<file path="config.mk">
export PLATFORM = sky130hd
export DESIGN_NAME = lsu_bus_bridge
export DESIGN_NICKNAME = d
export VERILOG_FILES = /design/src/rtl/lsu_bus_bridge.sv
export SDC_FILE = /design/constraint.sdc
export NUM_CORES = 1
export LEC_CHECK = 0
export ABC_AREA = 1
export CAP_MARGIN = 20
export CELL_PAD_IN_SITES_DETAIL_PLACEMENT = 1
export CELL_PAD_IN_SITES_GLOBAL_PLACEMENT = 2
export CORE_MARGIN = 3
export CORE_UTILIZATION = 25
export DETAILED_ROUTE_END_ITERATION = 8
export GPL_TIMING_DRIVEN = 0
export PLACE_DENSITY_LB_ADDON = 0.25
export SETUP_SLACK_MARGIN = 0.4
export SYNTH_ARGS = -nofsm -noshare
export SYNTH_HDL_FRONTEND = slang
export SYNTH_SLANG_ARGS = --single-unit
export TNS_END_PERCENT = 1
</file>
<file path="constraint.sdc">
create_clock -name clk -period 6.07 [get_ports clk]
set_input_delay 1.5175 -clock clk [delete_from_list [all_inputs] [get_ports clk]]
set_output_delay 1.5175 -clock clk [all_outputs]
set_load 0.03 [all_outputs]
</file>
<file path="src/rtl/lsu_bus_bridge.sv">
// lsu_bus_bridge: turns the core's single-cycle load/store request into a
// valid/ready bus transaction. It stalls the core until the bus answers, and
// reports misalignment, bus error and timeout as a one-cycle fault in DONE.
module lsu_bus_bridge #(
  parameter int TIMEOUT_CYCLES = 255
) (
  input  logic        clk,
  input  logic        reset,
  // core side
  input  logic        dmem_req,
  input  logic        dmem_wr_en,
  input  logic [1:0]  dmem_size,
  input  logic        dmem_zero_extend,
  input  logic [31:0] dmem_addr,
  input  logic [31:0] dmem_wr_data,
  output logic [31:0] dmem_rd_data,
  output logic        dmem_stall,
  output logic        dmem_fault,
  // bus side
  output logic        bus_valid,
  input  logic        bus_ready,
  output logic        bus_we,
  output logic [31:0] bus_addr,
  output logic [31:0] bus_wdata,
  output logic [3:0]  bus_strb,
  input  logic        bus_rvalid,
  input  logic [31:0] bus_rdata,
  input  logic        bus_err
);

  localparam int CW = $clog2(TIMEOUT_CYCLES + 1);
  // The access expires in the cycle whose increment would make the counter
  // reach TIMEOUT_CYCLES, so exactly TIMEOUT_CYCLES cycles are spent in
  // ADDR+RESP and the counter reads TIMEOUT_CYCLES in DONE.
  localparam logic [CW-1:0] CNT_LAST = CW'(TIMEOUT_CYCLES - 1);

  localparam logic [1:0] SZ_BYTE = 2'b00;
  localparam logic [1:0] SZ_HALF = 2'b01;

  typedef enum logic [1:0] {S_IDLE, S_ADDR, S_RESP, S_DONE} state_t;

  state_t        state_q, state_d;
  logic [CW-1:0] cnt_q, cnt_d;
  logic          req_wr_q, req_wr_d;
  logic [1:0]    req_size_q, req_size_d;
  logic          req_zext_q, req_zext_d;
  logic [1:0]    req_lsb_q, req_lsb_d;
  logic          bus_valid_q, bus_valid_d;
  logic          bus_we_q, bus_we_d;
  logic [31:0]   bus_addr_q, bus_addr_d;
  logic [31:0]   bus_wdata_q, bus_wdata_d;
  logic [3:0]    bus_strb_q, bus_strb_d;
  logic [31:0]   rd_data_q, rd_data_d;
  logic          fault_q, fault_d;

  logic          misaligned;
  logic [31:0]   st_wdata;
  logic [3:0]    st_strb;
  logic [31:0]   ld_shift;
  logic [31:0]   ld_data;

  // Request decode: alignment check and store lane placement from live inputs
  always_comb begin
    misaligned = ((dmem_size == SZ_HALF) && dmem_addr[0]) ||
                 (dmem_size[1] && (dmem_addr[1:0] != 2'b00));
    unique case (dmem_size)
      SZ_BYTE: begin
        st_wdata = {4{dmem_wr_data[7:0]}};
        st_strb  = 4'b0001 << dmem_addr[1:0];
      end
      SZ_HALF: begin
        st_wdata = {2{dmem_wr_data[15:0]}};
        st_strb  = 4'b0011 << dmem_addr[1:0];
      end
      default: begin
        st_wdata = dmem_wr_data;
        st_strb  = 4'b1111;
      end
    endcase
  end

  // Load response: shift the addressed lane down, then extend to 32 bits
  always_comb begin
    ld_shift = bus_rdata >> {req_lsb_q, 3'b000};
    unique case (req_size_q)
      SZ_BYTE: ld_data = req_zext_q ? {24'h0, ld_shift[7:0]}
                                    : {{24{ld_shift[7]}}, ld_shift[7:0]};
      SZ_HALF: ld_data = req_zext_q ? {16'h0, ld_shift[15:0]}
                                    : {{16{ld_shift[15]}}, ld_shift[15:0]};
      default: ld_data = bus_rdata;
    endcase
  end

  // Next-state and next-output logic for the access FSM
  always_comb begin
    state_d     = state_q;
    cnt_d       = cnt_q;
    req_wr_d    = req_wr_q;
    req_size_d  = req_size_q;
    req_zext_d  = req_zext_q;
    req_lsb_d   = req_lsb_q;
    bus_valid_d = bus_valid_q;
    bus_we_d    = bus_we_q;
    bus_addr_d  = bus_addr_q;
    bus_wdata_d = bus_wdata_q;
    bus_strb_d  = bus_strb_q;
    rd_data_d   = rd_data_q;
    fault_d     = 1'b0;
    unique case (state_q)
      S_IDLE: begin
        if (dmem_req) begin
          req_wr_d   = dmem_wr_en;
          req_size_d = dmem_size;
          req_zext_d = dmem_zero_extend;
          req_lsb_d  = dmem_addr[1:0];
          if (misaligned) begin
            // Never reaches the bus; bus fields keep their last values.
            state_d = S_DONE;
            fault_d = 1'b1;
          end else begin
            state_d     = S_ADDR;
            cnt_d       = '0;
            bus_valid_d = 1'b1;
            bus_we_d    = dmem_wr_en;
            bus_addr_d  = {dmem_addr[31:2], 2'b00};
            bus_wdata_d = st_wdata;
            bus_strb_d  = dmem_wr_en ? st_strb : 4'b0000;
          end
        end
      end
      S_ADDR: begin
        cnt_d = cnt_q + CW'(1);
        // Expiry wins over a handshake landing in the same cycle.
        if (cnt_q == CNT_LAST) begin
          state_d     = S_DONE;
          bus_valid_d = 1'b0;
          fault_d     = 1'b1;
          if (!req_wr_q) rd_data_d = '0;
        end else if (bus_ready) begin
          state_d     = S_RESP;
          bus_valid_d = 1'b0;
        end
      end
      S_RESP: begin
        cnt_d = cnt_q + CW'(1);
        if (cnt_q == CNT_LAST) begin
          state_d = S_DONE;
          fault_d = 1'b1;
          if (!req_wr_q) rd_data_d = '0;
        end else if (bus_rvalid) begin
          state_d = S_DONE;
          fault_d = bus_err;
          // Stores leave the load result register untouched.
          if (!req_wr_q) rd_data_d = ld_data;
        end
      end
      S_DONE: state_d = S_IDLE;
      default: state_d = S_IDLE;
    endcase
  end

  // State and registered outputs; reset returns everything to idle
  always_ff @(posedge clk or posedge reset) begin
    if (reset) begin
      state_q     <= S_IDLE;
      cnt_q       <= '0;
      req_wr_q    <= 1'b0;
      req_size_q  <= 2'b00;
      req_zext_q  <= 1'b0;
      req_lsb_q   <= 2'b00;
      bus_valid_q <= 1'b0;
      bus_we_q    <= 1'b0;
      bus_addr_q  <= '0;
      bus_wdata_q <= '0;
      bus_strb_q  <= 4'b0000;
      rd_data_q   <= '0;
      fault_q     <= 1'b0;
    end else begin
      state_q     <= state_d;
      cnt_q       <= cnt_d;
      req_wr_q    <= req_wr_d;
      req_size_q  <= req_size_d;
      req_zext_q  <= req_zext_d;
      req_lsb_q   <= req_lsb_d;
      bus_valid_q <= bus_valid_d;
      bus_we_q    <= bus_we_d;
      bus_addr_q  <= bus_addr_d;
      bus_wdata_q <= bus_wdata_d;
      bus_strb_q  <= bus_strb_d;
      rd_data_q   <= rd_data_d;
      fault_q     <= fault_d;
    end
  end

  assign dmem_stall   = dmem_req & (state_q != S_DONE) & ~reset;
  assign dmem_fault   = fault_q;
  assign dmem_rd_data = rd_data_q;
  assign bus_valid    = bus_valid_q;
  assign bus_we       = bus_we_q;
  assign bus_addr     = bus_addr_q;
  assign bus_wdata    = bus_wdata_q;
  assign bus_strb     = bus_strb_q;

endmodule

</file>
---- Word level (Yosys, flattened, before mapping) ----
Cells that the tools add are included.
storage, ports and cells
  RAM bits ................................ 0
  bits in registers ....................... 117
  bits in latches ......................... 0
  ROM bits ................................ 0
  output and inout bits ................... 104
  memories kept ........................... 0
  logic and storage cells ................. 84
  input port bits ......................... 106
cells by class
  magnitude comparators ................... 0
  multipliers ............................. 0
  $add $sub $neg .......................... 1
  equal/unequal tests ..................... 13
  reduce and logical (&&, ||, !) cells .... 17
  divide/modulo/power cells ............... 0
  bitwise operators ....................... 4
  shift operators ......................... 3
  mux-type cells .......................... 33
operators by type and width
  kind                                              number
  two-way mux 32 bit                                7
  case mux 32 bit (2 select lines)                  3
  right shift 32 x 5 -> 16 bit                      1
  two-way mux 8 bit                                 2
  case mux 8 bit (2 select lines)                   1
  two-way mux 2 bit                                 6
  two-way mux 1 bit                                 9
  inequality test 3 bit (second input constant)     3
  AND reduction 3 bit                               3
  adder 8 x 1 -> 8 bit (second input constant)      1
  == test 8 bit (second input constant)             1
  inequality test 2 bit (second input constant)     4
  case mux 2 bit (4 select lines)                   1
  case mux 4 bit (2 select lines)                   1
  AND reduction 4 bit                               2
  nonzero test 2 bit                                4
  == test 2 x 1 -> 1 bit (second input constant)    3
  logical NOT 2 bit                                 3
  == test 2 bit (second input constant)             2
  two-way mux 4 bit                                 1
  left shift 1 x 2 -> 4 bit (first input constant)  1
  left shift 2 x 2 -> 4 bit (first input constant)  1
  case mux 1 bit (3 select lines)                   1
  AND 1 bit                                         2
  other kinds (6)                                   8

---- Depth between registers and ports, before layout ----
  word-level depth ........................ 7
  mapped depth ............................ 10

---- Worst setup path before layout ----
OpenSTA, ideal clock, no wires.
  kind .................................... input port to output port
  from .................................... input reset
  to ...................................... output dmem_stall
  path buffers ............................ 0
  setup slack ............................. -10 ps
  stages .................................. 3
  data required time ...................... 4,552 ps
  arrival ................................. 4,562 ps
  cells stage by stage .................... inv_1 nand2_1 nor2_1
on the way
  word-level cells in the longest chain between the ends .. 2
RTL lines
  element         RTL line  text
  from (decl)     8         input logic reset,
  inverter 1 bit  195       assign dmem_stall = dmem_req & (state_q != S_DONE) & ~reset;
  AND 1 bit       195
  to (decl)       17        output logic dmem_stall,
Every way passes these cells.

---- Worst setup path after layout ----
Same ends and word-level chain as after synthesis.

==> metrics.yaml <==
outcome: "finished, final reports clean"
max_cap_viol_count: 0
vias: 6007
antenna_found_initial: 2
ys_seq_area_frac: 0.479
dp_hpwl_mm: 17.1
slowest_delay_ns: 0.60
max_slew.worst_pin.slew_ns: 0.732
cts_tree: "yes"
hold_violations: 0
crit_type: "in2out"
insertion_delay_ns: 0.42
synth_area_mm2: 0.00611
drv_slew: 0
cp_num_buf_inv: 3
rows: 56
synth_warnings: 0
p_seq_frac: 0.271
clockRootBuffer: "clkbuf_16"
crit_cells: 5
path_common_cell: "clkdlybuf4s50_1"
grtUsageTotal: 0.173
slew_headroom: 0.511
area_growth_pct: 50.9
worst_clock_skew_ns: 0.00784
fmax_ghz: 0.198
p_leak_nw: 4.56
routed_wl_mm: 22.2
cts_sinks: 117
grt_max_degree: 38
ant_nets: 0
cp_max_fo: 30
p_switching_mw: 2.15
setup_viol_count_final: 0
coreArea_mm2: 0.0238
ys_ff_latch: 117
die_y_um: 162
clk_path_buf_depth: 2
fin_crit_sh: 0.831
crit_family: "buffers and inverters"
irDropWorstVdd_mv: 0.229
cts_resized: 0
reg2regPathDepth: 7
drt_pass1_iterations: 7
die_w_um: 162
globalRouteOverflowTotal: 0
drtIter0Drc: 220
p_clk_frac: 0.206
crit_path_end_kind: "output pin"
synthCells: 796
viasPerCell: 4.42
setup-tns-final_ns: 0
grt_pass1_wl_mm: 35.7
syn_area_per_cell_um2: 7.68
io_buffers: 207
p_sw_frac: 0.447
layout-drive-gt1-share: 0.106
io_pins: 210
pwr-share-comb: 0.523
grt_pass1_vias: 6383
hold_buffers: 0
hold_depth: 2
worstHoldPathType: "reg2reg"
htree_num_levels: 4
routedWlPerCell_um: 16.3
hold_slack_ns: 0.477
cp_data_arrival_time_ns: 3.52
dieArea_mm2: 0.0264
cp_slowest_cell: "clkinvlp_4"
drc: 0
cp_cell_sequence: "clkdlybuf4s50_1, clkinvlp_4, nand2_1, nor2_1, clkdlybuf4s50_1"
cts_setup_buffers: 0
p_int_mw: 2.65
path_clk_slew_ns: 0.06
rsz0062_at_grt: "no"
start_kind: "input pin"
worstPathRequired_ns: 4.55
fin_nets: 1139
powerDensity_mw_per_mm2: 520
mostFrequentLayoutCell: "nand2_1"
cts_buffers: 17
period_needed_ns: 5.04
synth_cell_type_count: 32
start_util: 0.257
place_congestion: 0.767
final_cell_mix: "nand2_1 (387), clkdlybuf4s50_1 (207), dfrtp_1 (117), o21ai_0 (48), inv_1 (45)"
[layout make-up]
type                            count  area (µm²)
Antenna cell                        1        2.50
Buffer                             41         288
Clock buffer                       17         425
Clock inverter                     15         144
Fill cell                        2875       14500
Inverter                           50         195
Multi-Input combinational cell    589        2710
Sequential cell                   117        2930
Tap cell                          319         399
Timing Repair Buffer              210        2130
[through the flow]
step	power [mW]	cell area [µm²]	setup slack, ns	instances	utilization
5_1_grt	5.17	9220	0.817	1358	0.388
3_5_place_dp	3.86	8650	0.936	1326	0.364
3_3_place_gp	3.83	8590	-1.01	1323	0.362
6_report	4.80	9230	1.03	1359	0.388
4_1_cts	4.89	9220	0.916	1358	0.388
2_1_floorplan	2.83	6120	1.03	797	-
[worst paths after layout]
| check | slack, ns | endpoint | start |
|---|---|---|---|
| setup / recovery | 1.03 | dmem_stall | reset |
| hold / removal | 0.48 | dmem_rd_data[0] | dmem_rd_data[0] |
| setup reg to reg | 4.13 | bus_wdata[12] | state_q[0] |
| hold reg to reg | 0.48 | dmem_rd_data[0] | dmem_rd_data[0] |
| max in group asynchronous | 3.67 | bus_wdata[7] | reset |
| min in group asynchronous | 1.58 | dmem_rd_data[25] | reset |
[power by group through the flow]
stage          Sequential [mW]  Combinational, mW  Clock (mW)
3_3_place_gp              1.31               2.52           0
2_1_floorplan             1.86              0.969           0
4_1_cts                   1.31               2.56        1.02
6_report                  1.30               2.51       0.989
5_1_grt                   1.35               2.76        1.06
3_5_place_dp              1.31               2.55           0
[synthesized netlist by cell type]
cell | number | area share
nand2_1 | 387 | 0.24
a31oi_1 | 1 | 0.0010
inv_4 | 1 | 0.0010
nand3_4 | 2 | 0.0057
clkinv_2 | 1 | 0.00082
o21ai_1 | 6 | 0.0049
a21oi_1 | 24 | 0.020
or2_2 | 1 | 0.0010
nand2_4 | 1 | 0.0018
conb_1 | 1 | 0.00061
nand2_2 | 4 | 0.0041
nor2_2 | 1 | 0.0010
ha_1 | 7 | 0.014
dfrtp_1 | 117 | 0.48
o21a_1 | 1 | 0.0012
o211ai_4 | 1 | 0.0035
inv_2 | 2 | 0.0012
nand3b_1 | 1 | 0.0012
nand4_1 | 5 | 0.0051
nand3_2 | 23 | 0.038
buf_4 | 7 | 0.0086
clkbuf_1 | 8 | 0.0049
o21ai_2 | 1 | 0.0014
nand3_1 | 36 | 0.029
buf_6 | 12 | 0.022
nor2_1 | 24 | 0.015
xor2_1 | 4 | 0.0057
buf_2 | 14 | 0.011
nor2_4 | 3 | 0.0055
inv_1 | 46 | 0.028
o21ai_0 | 48 | 0.039
o22ai_1 | 6 | 0.0061
[worst register-to-register path: cells and delay by family, from the launching register on]
| family | cells | cell delay, ns |
|---|---|---|
| simple gates | 2 | 0.30 |
| buf+inv | 3 | 0.64 |
| flops | 1 | 0.42 |
| fa+ha+maj | 1 | 0.27 |
| compound gates | 1 | 0.17 |
[flip-flops by register name (all words and copies together) (netlist names)]
register / count
bus_addr: 30
bus_strb: 4
bus_valid: 1
bus_wdata: 32
bus_we: 1
cnt_q: 8
dmem_fault: 1
dmem_rd_data: 32
req_lsb_q: 2
req_size_q: 2
req_wr_q: 1
req_zext_q: 1
state_q: 2
[logic make-up after synthesis]
group / count (synthesis) / synth area share
XOR/XNOR: 4 / 0.00573
AND/OR/NAND/NOR: 488 / 0.345
AO/OA/AOI/OAI: 88 / 0.0771
adder cells (fa/ha/maj): 7 / 0.0143
buffers and inverters: 91 / 0.0784
other: 1 / 0.000613
flip-flops: 117 / 0.479
[metal layers]
layer | global-route usage | up-vias | routed length, µm
met1 | 0.214 | 2882 | 9470
li1 | - | 2959 | -
met5 | 0 | - | 27
met2 | 0.284 | 154 | 10600
met3 | 0.0717 | 8 | 1950
met4 | 0.0349 | 4 | 79
No activity file was read; power rests on OpenSTA's default activity.
